$ cat src/rtl/vram_diag_pkg.sv
// vram_diag_pkg: shared SPI command bytes, group size and readout FSM states
package vram_diag_pkg;
  localparam logic [7:0] READ_VRAM = 8'h88;
  localparam logic [7:0] PARITY_ERROR = 8'h22;
  localparam logic [7:0] PARITY_OK = 8'h00;
  localparam int GROUP_BYTES = 8;
  typedef enum logic [2:0] {
    S_IDLE, S_CMD, S_DATA, S_PARITY, S_STATUS, S_COMMIT, S_FINISH, S_ABORT
  } state_t;
endpackage

$ cat src/rtl/spi_master_byte.sv
// spi_master_byte: mode-0 SPI master exchanging one byte MSB first per load
module spi_master_byte #(
  parameter int CLK_DIV = 4
) (
  input  logic       fpga_clk,
  input  logic       fpga_reset,
  input  logic       load,
  input  logic [7:0] tx_byte,
  output logic [7:0] rx_byte,
  output logic       ready,
  output logic       spi_clk,
  output logic       spi_mosi,
  input  logic       spi_miso
);
  logic active_q, active_d, sclk_q, sclk_d, ready_q, ready_d, half;
  logic [7:0] tx_q, tx_d, rx_q, rx_d, cnt_q, cnt_d;
  logic [2:0] bit_q, bit_d;
  logic [1:0] sync_q, sync_d;
  always_comb begin
    active_d = active_q;
    sclk_d = sclk_q;
    ready_d = 1'b0;
    tx_d = tx_q;
    rx_d = rx_q;
    cnt_d = cnt_q;
    bit_d = bit_q;
    sync_d = {sync_q[0], spi_miso};
    half = cnt_q == 8'(CLK_DIV - 1);
    if (!active_q) begin
      if (load) begin
        active_d = 1'b1;
        tx_d = tx_byte;
        cnt_d = '0;
        bit_d = '0;
        sclk_d = 1'b0;
      end
    end else begin
      cnt_d = half ? 8'd0 : cnt_q + 8'd1;
      if (half) begin
        sclk_d = !sclk_q;
        if (sclk_q) begin
          rx_d = {rx_q[6:0], sync_q[1]};
          bit_d = bit_q + 3'd1;
          if (bit_q == 3'd7) begin
            active_d = 1'b0;
            ready_d = 1'b1;
          end else tx_d = {tx_q[6:0], 1'b0};
        end
      end
    end
  end
  always_ff @(posedge fpga_clk or posedge fpga_reset) begin
    if (fpga_reset) begin
      active_q <= 1'b0;
      sclk_q <= 1'b0;
      ready_q <= 1'b0;
      tx_q <= '0;
      rx_q <= '0;
      cnt_q <= '0;
      bit_q <= '0;
      sync_q <= '0;
    end else begin
      active_q <= active_d;
      sclk_q <= sclk_d;
      ready_q <= ready_d;
      tx_q <= tx_d;
      rx_q <= rx_d;
      cnt_q <= cnt_d;
      bit_q <= bit_d;
      sync_q <= sync_d;
    end
  end
  assign rx_byte = rx_q;
  assign ready = ready_q;
  assign spi_clk = sclk_q;
  assign spi_mosi = tx_q[7];
endmodule

$ cat src/rtl/vram_spi_reader.sv
// vram_spi_reader: reads VRAM over SPI in parity-checked 8-byte groups into a frame buffer
module vram_spi_reader
  import vram_diag_pkg::*;
#(
  parameter int CLK_DIV = 4,
  parameter int BYTE_GAP = 8,
  parameter int MAX_RETRIES = 3
) (
  input  logic        fpga_clk,
  input  logic        fpga_reset,
  input  logic        start,
  input  logic [10:0] vram_size,
  output logic        spi_clk,
  output logic        spi_select,
  output logic        spi_mosi,
  input  logic        spi_miso,
  output logic        wr_en,
  output logic [10:0] wr_address,
  output logic [7:0]  wr_data,
  output logic        busy,
  output logic        done,
  output logic        error,
  output logic [7:0]  retry_count
);
  state_t state_q, state_d;
  logic [GROUP_BYTES-1:0][7:0] buf_q, buf_d;
  logic [2:0] idx_q, idx_d;
  logic [10:0] rem_q, rem_d, base_q, base_d, wr_addr_q, wr_addr_d;
  logic [7:0] gap_q, gap_d, fails_q, fails_d, retry_q, retry_d, wr_data_q, wr_data_d;
  logic launched_q, launched_d, mis_q, mis_d, sel_q, sel_d, wr_en_q, wr_en_d;
  logic busy_q, busy_d, done_q, done_d, error_q, error_d;
  logic load, ready, last;
  logic [7:0] tx, rx, par;
  logic [3:0] gsz;
  spi_master_byte #(.CLK_DIV(CLK_DIV)) u_byte (
    .fpga_clk(fpga_clk), .fpga_reset(fpga_reset), .load(load), .tx_byte(tx),
    .rx_byte(rx), .ready(ready), .spi_clk(spi_clk), .spi_mosi(spi_mosi), .spi_miso(spi_miso)
  );
  always_comb begin
    state_d = state_q;
    buf_d = buf_q;
    idx_d = idx_q;
    rem_d = rem_q;
    base_d = base_q;
    gap_d = gap_q != 8'd0 ? gap_q - 8'd1 : gap_q;
    fails_d = fails_q;
    retry_d = retry_q;
    launched_d = launched_q;
    mis_d = mis_q;
    sel_d = sel_q;
    wr_en_d = 1'b0;
    wr_addr_d = wr_addr_q;
    wr_data_d = wr_data_q;
    busy_d = busy_q;
    done_d = 1'b0;
    error_d = error_q;
    par = '0;
    for (int k = 0; k < GROUP_BYTES; k++) par[k] = ^buf_q[k];
    gsz = rem_q >= 11'd8 ? 4'd8 : {1'b0, rem_q[2:0]};
    last = {1'b0, idx_q} == gsz - 4'd1;
    tx = state_q == S_CMD ? READ_VRAM : (state_q == S_STATUS && mis_q) ? PARITY_ERROR : PARITY_OK;
    load = 1'b0;
    if (state_q inside {S_CMD, S_DATA, S_PARITY, S_STATUS}) begin
      load = !launched_q && gap_q == 8'd0;
      if (load) launched_d = 1'b1;
      if (ready) begin
        launched_d = 1'b0;
        gap_d = 8'(BYTE_GAP);
      end
    end
    case (state_q)
      S_IDLE: if (start) begin
        error_d = 1'b0;
        retry_d = '0;
        if (vram_size == 11'd0) done_d = 1'b1;
        else begin
          state_d = S_CMD;
          busy_d = 1'b1;
          sel_d = 1'b0;
          rem_d = vram_size;
          base_d = '0;
          idx_d = '0;
          fails_d = '0;
          gap_d = '0;
          launched_d = 1'b0;
        end
      end
      S_CMD: if (ready) state_d = S_DATA;
      S_DATA: if (ready) begin
        buf_d[idx_q] = rx;
        idx_d = last ? 3'd0 : idx_q + 3'd1;
        if (last) state_d = rem_q >= 11'd8 ? S_PARITY : S_COMMIT;
      end
      S_PARITY: if (ready) begin
        mis_d = rx != par;
        state_d = S_STATUS;
      end
      S_STATUS: if (ready) begin
        if (!mis_q) state_d = S_COMMIT;
        else begin
          retry_d = retry_q + 8'(retry_q != 8'hFF);
          if (fails_q == 8'(MAX_RETRIES)) begin
            state_d = S_ABORT;
            sel_d = 1'b1;
            error_d = 1'b1;
          end else begin
            fails_d = fails_q + 8'd1;
            state_d = S_DATA;
          end
        end
      end
      S_COMMIT: begin
        wr_en_d = 1'b1;
        wr_addr_d = base_q + 11'(idx_q);
        wr_data_d = buf_q[idx_q];
        idx_d = last ? 3'd0 : idx_q + 3'd1;
        if (last) begin
          base_d = base_q + 11'(gsz);
          rem_d = rem_q - 11'(gsz);
          fails_d = '0;
          state_d = rem_q == 11'(gsz) ? S_FINISH : S_DATA;
          sel_d = rem_q == 11'(gsz);
        end
      end
      S_FINISH, S_ABORT: begin
        state_d = S_IDLE;
        done_d = 1'b1;
        busy_d = 1'b0;
      end
      default: state_d = S_IDLE;
    endcase
  end
  always_ff @(posedge fpga_clk or posedge fpga_reset) begin
    if (fpga_reset) begin
      state_q <= S_IDLE;
      buf_q <= '0;
      idx_q <= '0;
      rem_q <= '0;
      base_q <= '0;
      gap_q <= '0;
      fails_q <= '0;
      retry_q <= '0;
      launched_q <= 1'b0;
      mis_q <= 1'b0;
      sel_q <= 1'b1;
      wr_en_q <= 1'b0;
      wr_addr_q <= '0;
      wr_data_q <= '0;
      busy_q <= 1'b0;
      done_q <= 1'b0;
      error_q <= 1'b0;
    end else begin
      state_q <= state_d;
      buf_q <= buf_d;
      idx_q <= idx_d;
      rem_q <= rem_d;
      base_q <= base_d;
      gap_q <= gap_d;
      fails_q <= fails_d;
      retry_q <= retry_d;
      launched_q <= launched_d;
      mis_q <= mis_d;
      sel_q <= sel_d;
      wr_en_q <= wr_en_d;
      wr_addr_q <= wr_addr_d;
      wr_data_q <= wr_data_d;
      busy_q <= busy_d;
      done_q <= done_d;
      error_q <= error_d;
    end
  end
  assign spi_select = sel_q;
  assign wr_en = wr_en_q;
  assign wr_address = wr_addr_q;
  assign wr_data = wr_data_q;
  assign busy = busy_q;
  assign done = done_q;
  assign error = error_q;
  assign retry_count = retry_q;
endmodule

$ cat config.mk
export PLATFORM = sky130hd
export DESIGN_NAME = vram_spi_reader
export DESIGN_NICKNAME = d
export VERILOG_FILES = /design/src/rtl/vram_diag_pkg.sv /design/src/rtl/spi_master_byte.sv /design/src/rtl/vram_spi_reader.sv
export SDC_FILE = /design/constraint.sdc
export NUM_CORES = 1
export LEC_CHECK = 0
export BUFFER_PORTS_ARGS = -buffer_cell sky130_fd_sc_hd__buf_2
export CAP_MARGIN = 5
export CORE_MARGIN = 2
export CORE_UTILIZATION = 56
export CTS_CLUSTER_DIAMETER = 40
export DETAILED_ROUTE_END_ITERATION = 16
export HOLD_SLACK_MARGIN = 0.06
export PLACE_DENSITY_LB_ADDON = 0.12
export REMOVE_ABC_BUFFERS = 1
export SKIP_LAST_GASP = 1
export SLEW_MARGIN = 20
export SYNTH_ARGS = -nofsm -noshare
export SYNTH_HDL_FRONTEND = slang
export SYNTH_SLANG_ARGS = --single-unit
$ cat constraint.sdc
create_clock -name fpga_clk -period 6.96 [get_ports fpga_clk]
set_input_delay 2.088 -clock fpga_clk [delete_from_list [all_inputs] [get_ports fpga_clk]]
set_output_delay 2.088 -clock fpga_clk [all_outputs]
set_load 0.02 [all_outputs]
# [Word-level counts from Yosys, hierarchy flattened]
# Index checks and enable logic that the tools add are counted.
[classes] addsub=10 n_lt_le_gt_ge=3 n_eq_ne=28 mux=98 reduce_logical=39
[ops] op="$mux 8" n=26
[ops] op="$mux 11" n=6
[ops] op="$bwmux 64" n=1
[ops] op="$reduce_xor 8->1" n=8
[ops] op="$mux 3" n=20
[ops] op="$pmux 11 s2" n=2
[ops] op="$mux 1" n=31
[ops] op="$bmux 8 s3" n=1
[ops] op="$demux 8 s3" n=1
[ops] op="$pmux 8 s3" n=1
[ops] op="$pmux 3 s7" n=1
[ops] op="$ne 2x2->1 const B" n=9
[ops] op="$add 8x1->8 const B" n=2
[ops] op="$eq 8x2->1 const B" n=2
[ops] op="$pmux 8 s2" n=1
[ops] op="$reduce_and 4->1" n=4
[ops] op="$eq 3x3->1 const B" n=5
[ops] op="$reduce_and 7->1" n=2
[ops] op="$add 11x3->11" n=1
[ops] op="$add 11x4->11" n=1
[ops] op="$eq 11x4->1" n=1
[ops] op="$ge 11x4->1 const B" n=1
[ops] op="$logic_not 11->1" n=1
[ops] op="$sub 11x4->11" n=1
[ops] op="other kinds (30)" n=49
[word_totals] register_bits=174 in_bits=15 output_inout_bits=34 elab_cells=210

# [Logic depth before layout (Yosys ltp)]
# Gate-level depths: netlist of the first run.
[depth] depth_word=8 mapped_depth=12 mapped_depth_nobuf=11

# [By module]
# A second synthesis of the first run with hierarchy kept.
[unflattened] cells_unflattened=897 hier_area_um2=9479.1
[modules_own_cells] mod="vram_spi_reader" instances=1 cells_each=772 area_each_um2=8001.4 seq_area_each_um2=3554.7
[modules_own_cells] mod="spi_master_byte" instances=1 cells_each=125 area_each_um2=1477.7 seq_area_each_um2=800.8

# [Worst setup path after synthesis of the first run]
# Ideal clock, no wire load.
[synth_path] path_kind="in2reg" from="input port vram_size[2]" to="register base_q[10]" setup_ns=0.066 arrival_ns=3.446 required_ns=6.894 setup_slack_ns=3.448 stages=6 path_buffers=1 path_cell_list="nor4_1 -> nand4_1 -> and2_0 -> clkbuf_1 -> or4_1 -> nand2_1"
[synth_between] elab_chain_len=3
[synth_rtl] element="start: declaration" line="vram_spi_reader.sv:12" text="input logic [10:0] vram_size,"
[synth_rtl] element="$logic_not 11->1" line="vram_spi_reader.sv:75" text="if (vram_size == 11'd0) done_d = 1'b1;"
[synth_rtl] element="$ne 2x2->1 (no source line)"
[synth_rtl] element="$reduce_and 4->1 (no source line)"
[synth_rtl] element="end signal: assignment" line="vram_spi_reader.sv:157" text="base_q <= base_d;"
[synth_rtl] element="end: declaration" line="vram_spi_reader.sv:28" text="logic [10:0] rem_q, rem_d, base_q, base_d, wr_addr_q, wr_addr_d;"
# Every way passes these cells.
# A chain may end at the register's enable or synchronous reset.

# [Worst setup path after layout of the first run]
[layout_path] from="input port vram_size[9]" to="register rem_q[0]"
[layout_between] elab_chain_len=3
[layout_rtl] element="$logic_not 11->1" line="vram_spi_reader.sv:75"
[layout_rtl] element="$ne 2x2->1 (no source line)"
[layout_rtl] element="$reduce_and 4->1 (no source line)"
[layout_rtl] element="end signal: assignment" line="vram_spi_reader.sv:156" text="rem_q <= rem_d;"
[layout_rtl] element="end: declaration" line="vram_spi_reader.sv:28"
# Every way passes these cells.

==> results of run 1 <==
[cells in the mapped netlist, drive strengths merged (2+ instances only)]
library cell / n
or3: 7
clkbuf: 30
and2: 7
nand2: 105
o31ai: 6
buf: 13
a22oi: 2
dfrtp: 172
or2: 6
or4: 6
mux2i: 11
nor2b: 3
nand4: 16
o21ai: 80
and3: 12
a21oi: 32
ha: 17
a31oi: 4
xor2: 20
a2111oi: 2
mux2: 66
a22o: 2
nand3: 22
o22a: 4
xnor2: 72
a21o: 2
nor4b: 5
inv: 24
o22ai: 2
o21a: 2
nand2b: 10
nor4: 10
mux4: 16
nor3: 10
nor2: 58
nand4b: 2
[routing by layer]
metal,vias up,routed length (um)
met2,131,9970
li1,3135,-
met5,-,0
met1,3256,8690
met4,0,370
met3,33,643
[state kept, by name (all words and copies together), names as in the netlist, 2 cells and up]
signal / cells
buf_q: 64
base_q: 11
rem_q: 11
wr_address: 11
fails_q: 8
gap_q: 8
retry_count: 8
u_byte.cnt_q: 8
u_byte.rx_byte: 8
wr_data: 8
u_byte.tx_q: 7
idx_q: 3
state_q: 3
u_byte.bit_q: 3
u_byte.sync_q: 2
[worst max path at each step]
stage / startpoint / slack, ns / cells after the start / to
after global placement: vram_size[2] / 2.57 / 8 / base_q[7]
after CTS: vram_size[9] / 2.89 / 8 / rem_q[6]
final: vram_size[9] / 2.87 / 8 / rem_q[0]
after detailed placement: vram_size[9] / 2.43 / 8 / rem_q[6]
after floorplan: fpga_reset / 0.19 / 1 / base_q[0]
after global routing: vram_size[9] / 2.62 / 8 / rem_q[0]
[through the flow]
stage | power (W) | utilization (%) | cell area (sq um)
CTS | 0.00337 | 63.7 | 10200
floorplan | 0.00205 | - | 8970
finish | 0.00335 | 63.7 | 10200
global route | 0.00356 | 63.7 | 10200
detailed placement | 0.00234 | 59.7 | 9520
global placement | 0.00230 | 59.7 | 9520
[placed cells by master, fill, tap and decap left out, drive strengths merged, types with 7 or more instances in the layout]
cell type,n
nor4,10
inv,28
nand4,16
and3,12
nor2,58
buf,52
o21ai,80
ha,17
xor2,20
nand3,22
dfrtp,172
mux2i,11
and2,7
nor3,10
a21oi,32
mux2,66
or3,7
clkbuf,17
nand2b,10
nand2,105
mux4,16
xnor2,72
[logic make-up (layout without fill, tap and decap cells)]
family	count (synthesis)	in the layout	share of synthesized area (%)
other cells	1	1	0.0409
compound gates	149	149	9.49
fa+ha+maj	18	18	2.54
mux	93	93	13.2
flops	173	173	47.2
buf+inv	67	108	3.16
xor+xnor	92	92	8.78
simple gates	284	284	15.5
[critical path, delay by kind of cell]
kind                   cells  cell delay, ns
AO/OA/AOI/OAI              2            0.60
buffers and inverters      1            0.11
AND/OR/NAND/NOR            5            1.64
[area by class of cell]
type,count,area [sq um]
clock buffers,17,425
fillers,1273,5790
inverters,24,97.6
repair buffers,52,270
clock inverters,15,210
multi-input cells,637,4550
flip-flops and latches,173,4330
well taps,216,270
[power by group]
group          leakage [nW]  switching (W)  internal, W
registers              2.34       0.000226      0.00116
logic                  1.96       0.000587     0.000356
clock network         0.298       0.000416     0.000607
==> flow_metrics.py, run 1 <==
metrics = {
    "status": {
        "status": "finished, final reports clean",
    },
    "min_path": {
        "min-delay-start": "u_byte.sync_q[0]",
        "hp-class": "reg -> reg",
        "worstHoldEndpoint": "u_byte.sync_q[1]",
        "min_path_cells": 0,
    },
    "logic_synthesis": {
        "syn_inst": 877,
        "yosysTopAreaCell": "dfrtp_1",
        "synth_async_sr_flop_share_pct": 100,
        "synth_flop_cell": "dfrtp_1",
        "yosysWarnings": 0,
        "yosys.area.top_type_share_pct": 46.9,
        "yosysUniqueCellTypes": 69,
        "seq_area_frac_synth_pct": 47.2,
        "synth_area_leaders": "dfrtp_1, mux2_2, xnor2_1, nand2_1, mux4_2",
        "synth_seq_cells": 173,
        "syn_area_sq_um": 9170,
        "synth_edf_count": 0,
        "synth_area_per_cell_sq_um": 10.5,
    },
    "floorplanning": {
        "rows": 46,
        "initial_core_util_pct": 57.5,
        "die_area_sq_um": 17400,
        "die_w_um": 132,
        "fp.dieH_um": 132,
        "coreArea_sq_um": 15900,
        "io_pins": 49,
    },
    "place": {
        "port_buffers": 48,
        "hpwl_um": 13800,
        "place_inst": 1102,
        "place.gp.congestion": 0.863,
        "pre_cts_ws_ns": 2.43,
    },
    "run": {
        "maxCapViolations": 0,
    },
    "global_routing": {
        "use_met2_pct": 40.4,
        "met3_usage_pct": 4.77,
        "grt_pass1_vias": 6598,
        "busiest_layer": "met2",
        "grtUsageTotal_pct": 23.8,
        "antenna_found_initial": 0,
        "grt_pass1_wl_um": 33500,
        "met1_usage_pct": 31.0,
        "grt_max_degree": 123,
        "grt_overflow": 0,
    },
    "sta": {
        "fin_crit_ns": 4.09,
        "holdWs_ns": 0.353,
        "rsz0062_at_grt": "no",
        "hold_violations": 0,
        "finalSetupViolations": 0,
        "tightest_slew_ns": 0.989,
        "setup_ws_ns": 2.87,
        "drv_slew": 0,
        "maxSlewHeadroom_pct": 32.4,
        "fmax_mhz": 245,
        "period_share_pct": 58.7,
        "tns_ns": 0,
        "skew_ns": 0.00743,
    },
    "drt": {
        "drt-initial-drc-count": 481,
        "post_drt_wl_per_cell_um": 17.4,
        "vias_per_cell": 5.78,
        "drc": 0,
        "dr.pass1.iters": 5,
        "finalWirelength_um": 19700,
        "dr_total_vias": 6555,
        "ant_nets": 0,
    },
    "clocking": {
        "postCtsSetupRepairBufs": 0,
        "cts_buffer_depth": 2,
        "clk_pin_slew_ns": 0.07,
        "cts_resized": 0,
        "cts_tree": "yes",
        "cts_hold_buf": 0,
        "htree_levels": 4,
        "cts.sinks": 173,
        "cts_root_buffer": "clkbuf_16",
        "clock_latency_ns": 0.42,
        "numCtsBuffers": 17,
    },
    "pwr": {
        "power_density_nw_per_um2": 330,
        "leakage_nw": 4.60,
        "ir_worst_vdd_v": 0.000288,
    },
    "cells_and_area": {
        "final_nets": 938,
        "insertedDiodeCount": 0,
        "syn_to_final_growth_pct": 10.7,
        "instances_no_fill": 1134,
        "drive_gt1_share_pct": 20.0,
    },
    "setup_path": {
        "critPathCaptureType": "register",
        "worst-path-max-fanout": 30,
        "cpMaxStageDelayCell": "nand2_1",
        "reg2reg_to": "rem_q[10]",
        "r2r_cells": 9,
        "worstPathArrival_ns": 4.45,
        "crit_path_frequent_cell": "nand2_1",
        "r2r_slack_ns": 3.60,
        "crit_type": "in -> reg",
        "cp.required_ns": 7.32,
        "path_cells": "buf_2 -> nor4_1 -> nand4_1 -> o211a_1 -> and2_1 -> nand2_1 -> o21ai_0 -> nand2_1",
        "start_kind": "input port",
        "r2r_start": "rem_q[6]",
        "max_stage_delay_ns": 0.66,
    },
}
Power figures use the tool's default switching activity.
==> run 2, diff against run 1 <==
ABC_AREA = 1   (was default)
CORE_UTILIZATION = 58   (was 56)
clock period = 4.3 ns   (was 6.96 ns; I/O delays follow)
==> run 2 against run 1 <==
Compared with the run above:
- synthesized cell count increased by 38%
- die area increased by 1.3%
- synthesized area grew 5.0%
- critical endpoint is now buf_q[39]
- utilization up 0.81 points
- register-to-register slack worse by 1.8 ns
- highest routed layer unchanged
- routed wire length is 12% higher
- clock-buffer cell count rose by 2
- first-iteration DRC count is 11% higher
- hold slack got worse by 0.0037 ns
- combinational power up 66%
- sequential power increased by 54%
==> flow_metrics.py, run 2 <==
metrics = {
    "status": {
        "status": "finished, final reports clean",
    },
    "logic_synthesis": {
        "synth-simple-area-share_pct": 25.5,
        "yosys.area.top_type_share_pct": 44.7,
        "yosysWarnings": 0,
        "synth-compound-area-share_pct": 13.3,
        "synth_area_per_cell_sq_um": 7.99,
        "synth_top_family_by_area": "simple AND/OR/NAND/NOR gates",
        "synth_flop_cell": "dfrtp_1",
        "yosysTopAreaCell": "dfrtp_1",
        "synth_fa_ha_area_share_pct": 2.42,
        "synth_seq_cells": 173,
        "synth_common_cells": "nand2_1, dfrtp_1, inv_1, o21ai_0, nor2_1",
        "synthXorXnorAreaFrac_pct": 6.91,
        "syn_inst": 1206,
        "synth_mux_area_share_pct": 0,
        "synth_async_sr_flop_share_pct": 100,
        "seq_area_frac_synth_pct": 45.0,
        "post-synth-top-count-cell": "nand2_1",
        "syn_area_sq_um": 9630,
        "yosysUniqueCellTypes": 54,
        "synth_area_leaders": "dfrtp_1, nand2_1, o21ai_0, inv_1, nor2_1",
        "synth_edf_count": 0,
    },
    "cells_and_area": {
        "syn_to_final_growth_pct": 9.90,
        "instances_no_fill": 1478,
        "mostFrequentLayoutCells": "nand2_1, dfrtp_1, inv_1",
        "nFillCells": 1428,
        "largest_reg_flops": 64,
        "final_common_cell": "nand2_1",
        "drive_gt1_share_pct": 11.0,
        "fin_area_sq_um": 10600,
        "insertedDiodeCount": 0,
        "final_nets": 1278,
        "largest_register": "buf_q",
    },
    "clocking": {
        "clk_pin_slew_ns": 0.07,
        "postCtsSetupRepairBufs": 0,
        "cts_buffer_depth": 2,
        "htree_levels": 4,
        "cts_tree": "yes",
        "cts_hold_buf": 0,
        "cts.sinks": 173,
        "cts_root_buffer": "clkbuf_16",
        "numCtsBuffers": 17,
        "clock_latency_ns": 0.43,
        "cts_resized": 0,
    },
    "floorplanning": {
        "initial_core_util_pct": 58.7,
        "die_w_um": 133,
        "coreArea_sq_um": 16400,
        "fp.dieH_um": 133,
        "io_pins": 49,
        "die_area_sq_um": 17700,
        "rows": 47,
    },
    "setup_path": {
        "cp_num_buf_inv": 2,
        "worstPathArrival_ns": 2.81,
        "cpMaxStageDelayCell": "nor3_2",
        "cp.required_ns": 4.57,
        "max_stage_delay_ns": 0.75,
        "crit_type": "reg -> reg",
        "start_kind": "register",
        "crit_path_frequent_cell": "inv_1",
        "path_cells": "inv_1 -> nor2_2 -> inv_1 -> nor3_2 -> o21ai_0",
        "cp_top_family": "simple AND/OR/NAND/NOR gates",
        "worst-path-max-fanout": 17,
        "critPathCaptureType": "register",
    },
    "sta": {
        "skew_ns": 0.00800,
        "tightest_slew_ns": 0.934,
        "finalSetupViolations": 0,
        "period_share_pct": 59.0,
        "fin_crit_ns": 2.54,
        "rsz0062_at_grt": "no",
        "holdWs_ns": 0.349,
        "drv_slew": 0,
        "maxSlewHeadroom_pct": 37.4,
        "fmax_mhz": 394,
        "hold_violations": 0,
        "setup_ws_ns": 1.76,
    },
    "drt": {
        "vias_per_cell": 5.38,
        "drc": 0,
        "dr_total_vias": 7948,
        "ant_nets": 0,
        "drt-initial-drc-count": 536,
        "finalWirelength_um": 22000,
        "dr.pass1.iters": 7,
        "post_drt_wl_per_cell_um": 14.9,
    },
    "pwr": {
        "ir_worst_vdd_v": 0.000323,
        "power_density_nw_per_um2": 486,
        "leakage_nw": 5.07,
        "total_power_w": 0.00514,
    },
    "global_routing": {
        "grt_pass1_vias": 7424,
        "grt_overflow": 0,
        "grt_max_degree": 78,
        "antenna_found_initial": 0,
        "grt_pass1_wl_um": 37200,
        "grtUsageTotal_pct": 26.2,
    },
    "place": {
        "place_inst": 1446,
        "place.gp.congestion": 0.885,
        "placed_area_sq_um": 10000,
        "hpwl_um": 16000,
        "port_buffers": 48,
        "pre_cts_ws_ns": 1.36,
    },
    "min_path": {
        "hp-class": "reg -> reg",
    },
    "run": {
        "maxCapViolations": 0,
    },
}
## run 2: path summary, 6_finish.rpt
check / from / endpoint / slack, ns / cells past startpoint
max: idx_q[2] / buf_q[39] / 1.76 / 5
min: u_byte.sync_q[0] / u_byte.sync_q[1] / 0.35 / 0
max reg2reg: idx_q[2] / buf_q[39] / 1.76 / 5
min reg2reg: u_byte.sync_q[0] / u_byte.sync_q[1] / 0.35 / 0
max in group asynchronous: fpga_reset / buf_q[9] / 2.47 / 3
min in group asynchronous: fpga_reset / u_byte.cnt_q[7] / 0.97 / 2
## run 2: cell type report
| type | instances | area, sq um | share of cell area, % |
|---|---|---|---|
| Multi-Input combinational cell | 869 | 4640 | 43.8 |
| Sequential cell | 173 | 4330 | 40.9 |
| Inverter | 130 | 495 | 4.68 |
| Clock buffer | 19 | 453 | 4.28 |
| Timing Repair Buffer | 54 | 298 | 2.81 |
| Tap cell | 220 | 275 | 2.60 |
| Clock inverter | 13 | 93.8 | 0.887 |
## run 2: stage by stage
stage	util (%)	TNS, ns
finish	64.5	0
global route	64.5	0
CTS	64.5	0
detailed placement	61.2	0
global placement	61.2	0
floorplan	-	-288.79
## run 2: metal layers
layer / up-vias / wire length, um / track usage (%)
met5: - / 0 / 0
met3: 23 / 1220 / 5.13
li1: 4025 / - / -
met1: 3731 / 10600 / 38.6
met4: 0 / 262 / 6.33
met2: 169 / 9900 / 40.2
## run 2: cells by family after synthesis
group	after synthesis
simple gates	557
fa+ha+maj	18
other cells	1
compound gates	217
flops	173
xor+xnor	76
buf+inv	164
## run 2: report_power, final
part,internal [W],switching (W)
sequential,0.00189,0.000256
clock,0.000770,0.000663
combinational,0.000503,0.00106
total,0.00316,0.00198
==> run 3, diff against run 2 <==
ABC_AREA = 0   (was 1)
clock period = 2.65 ns   (was 4.3 ns; I/O delays follow)
==> run 3 against run 2 <==
Compared with the run above:
- routed wire length is 9.6% lower
- sequential power is 68% higher
- utilization is 3.4 points higher
- hold slack better by 0.0029 ns
- critical path type unchanged
- largest cell class unchanged
- largest power group unchanged
==> flow_metrics.py, run 3 (synthesis results as in run 1) <==
metrics = {
    "sta": {
        "fin_crit_ns": 2.56,
        "skew_ns": 0.00563,
        "fmax_mhz": 390,
        "tns_ns": 0,
        "maxSlewHeadroom_pct": 61.2,
        "setup_ws_ns": 0.0859,
        "tightest_slew_ns": 0.582,
        "hold_violations": 0,
        "period_share_pct": 96.8,
        "rsz0062_at_grt": "yes",
        "finalSetupViolations": 0,
        "drv_slew": 0,
    },
    "drt": {
        "drt-initial-drc-count": 311,
        "dr.pass1.iters": 4,
        "finalWirelength_um": 19900,
        "ant_nets": 0,
        "drc": 0,
        "vias_per_cell": 5.78,
        "dr_total_vias": 6742,
        "post_drt_wl_per_cell_um": 17.0,
    },
    "floorplanning": {
        "io_pins": 49,
        "coreArea_sq_um": 15300,
        "rows": 45,
        "initial_core_util_pct": 59.9,
        "fp.dieH_um": 130,
        "die_w_um": 130,
        "die_area_sq_um": 16800,
    },
    "global_routing": {
        "grt_pass1_wl_um": 33100,
        "grt_max_degree": 60,
        "grt_overflow": 0,
        "grtUsageTotal_pct": 25.1,
        "antenna_found_initial": 0,
        "grt_pass1_vias": 6581,
    },
    "run": {
        "maxCapViolations": 0,
    },
    "setup_path": {
        "crit_cells": 9,
        "start_kind": "register",
        "cp_top_family": "simple AND/OR/NAND/NOR gates",
        "worst-path-max-fanout": 11,
        "worstPathArrival_ns": 2.92,
        "cp_num_buf_inv": 2,
        "max_stage_delay_ns": 0.53,
        "path_cells": "nor4_4 -> nand2_1 -> inv_2 -> buf_4 -> a32oi_2 -> o21ai_4 -> nand2_2 -> or4_1 -> a21oi_1",
        "r2r_cells": 9,
        "critPathCaptureType": "register",
        "crit_type": "reg -> reg",
        "cp.required_ns": 3.00,
        "cpMaxStageDelayCell": "or4_1",
    },
    "cells_and_area": {
        "syn_to_final_growth_pct": 13.4,
        "largest_reg_flops": 64,
        "final_nets": 975,
        "final_common_cell": "dfrtp_1",
        "finish.utilization_pct": 67.9,
        "instances_no_fill": 1166,
        "nFillCells": 1188,
        "drive_gt1_share_pct": 23.5,
        "largest_register": "buf_q",
        "insertedDiodeCount": 0,
        "mostFrequentLayoutCells": "dfrtp_1, nand2_1, xnor2_1",
    },
    "clocking": {
        "cts_root_buffer": "clkbuf_16",
        "clock_latency_ns": 0.43,
        "clk_pin_slew_ns": 0.07,
        "cts_tree": "yes",
        "numCtsBuffers": 17,
        "htree_levels": 4,
        "cts_buffer_depth": 2,
        "cts.sinks": 173,
    },
    "status": {
        "status": "finished, final reports clean",
    },
    "pwr": {
        "leakage_nw": 4.78,
        "power_density_nw_per_um2": 843,
        "ir_worst_vdd_v": 0.000537,
    },
    "place": {
        "pre_cts_ws_ns": 0.0471,
        "place_inst": 1133,
        "hpwl_um": 14300,
        "port_buffers": 48,
        "place.gp.congestion": 0.860,
    },
    "min_path": {
        "min_path_cells": 0,
        "hp-class": "reg -> reg",
    },
}
[run 3: stage by stage]
stage | hold WS [ns] | total power [W] | area (sq um)
floorplan | 0.331 | 0.00539 | 8970
global placement | 0.336 | 0.00628 | 9820
detailed placement | 0.340 | 0.00640 | 9820
CTS | 0.355 | 0.00878 | 10400
global route | 0.359 | 0.00931 | 10400
finish | 0.352 | 0.00877 | 10400
[run 3: area by class of cell]
cell class              instances  area [sq um]  area share, %
repair buffers                 89           586           5.63
clock inverters                11          92.6          0.890
clock buffers                  21           460           4.42
flip-flops and latches        173          4330           41.6
well taps                     211           264           2.54
inverters                      24          95.1          0.914
multi-input cells             637          4580           44.0
[run 3: routing by layer]
metal	GRT usage, %	share of wire [%]	up-vias	wire [um]
li1	-	-	3220	-
met1	33.6	44	3334	8830
met2	41.9	50	157	9900
met3	4.26	3.8	31	752
met4	8.67	1.9	0	385
met5	0	0	-	0
[run 3: worst paths after layout]
check	endpoint	start	slack, ns
max	base_q[5]	rem_q[8]	0.09
min in group asynchronous	wr_en	fpga_reset	0.44
max reg2reg	base_q[5]	rem_q[8]	0.09
min reg2reg	u_byte.sync_q[1]	u_byte.sync_q[0]	0.35
min	u_byte.sync_q[1]	u_byte.sync_q[0]	0.35
max in group asynchronous	fails_q[3]	fpga_reset	1.57
[run 3: what timing repair did]
action | 4_1_cts | 5_1_grt
gates cloned | 0 | 0
endpoints found under the hold margin | 0 | 0
setup endpoints to repair | 1 | 3
resized for setup | 1 | 6
pin swaps | 0 | 3
setup buffers | 0 | 1
hold buffers | 0 | 0
[run 3: worst reg2reg max path, delay by kind of cell (launching register included)]
family / cells / cell delay [ns]
AO/OA/AOI/OAI: 3 / 0.52
buffers and inverters: 2 / 0.28
flip-flops: 1 / 0.43
AND/OR/NAND/NOR: 4 / 1.26
[run 3: power by group]
| part | total [W] | switching, W | internal (W) |
|---|---|---|---|
| clock | 0.00236 | 0.00102 | 0.00134 |
| combinational | 0.00281 | 0.00166 | 0.00115 |
| sequential | 0.00359 | 0.000541 | 0.00305 |
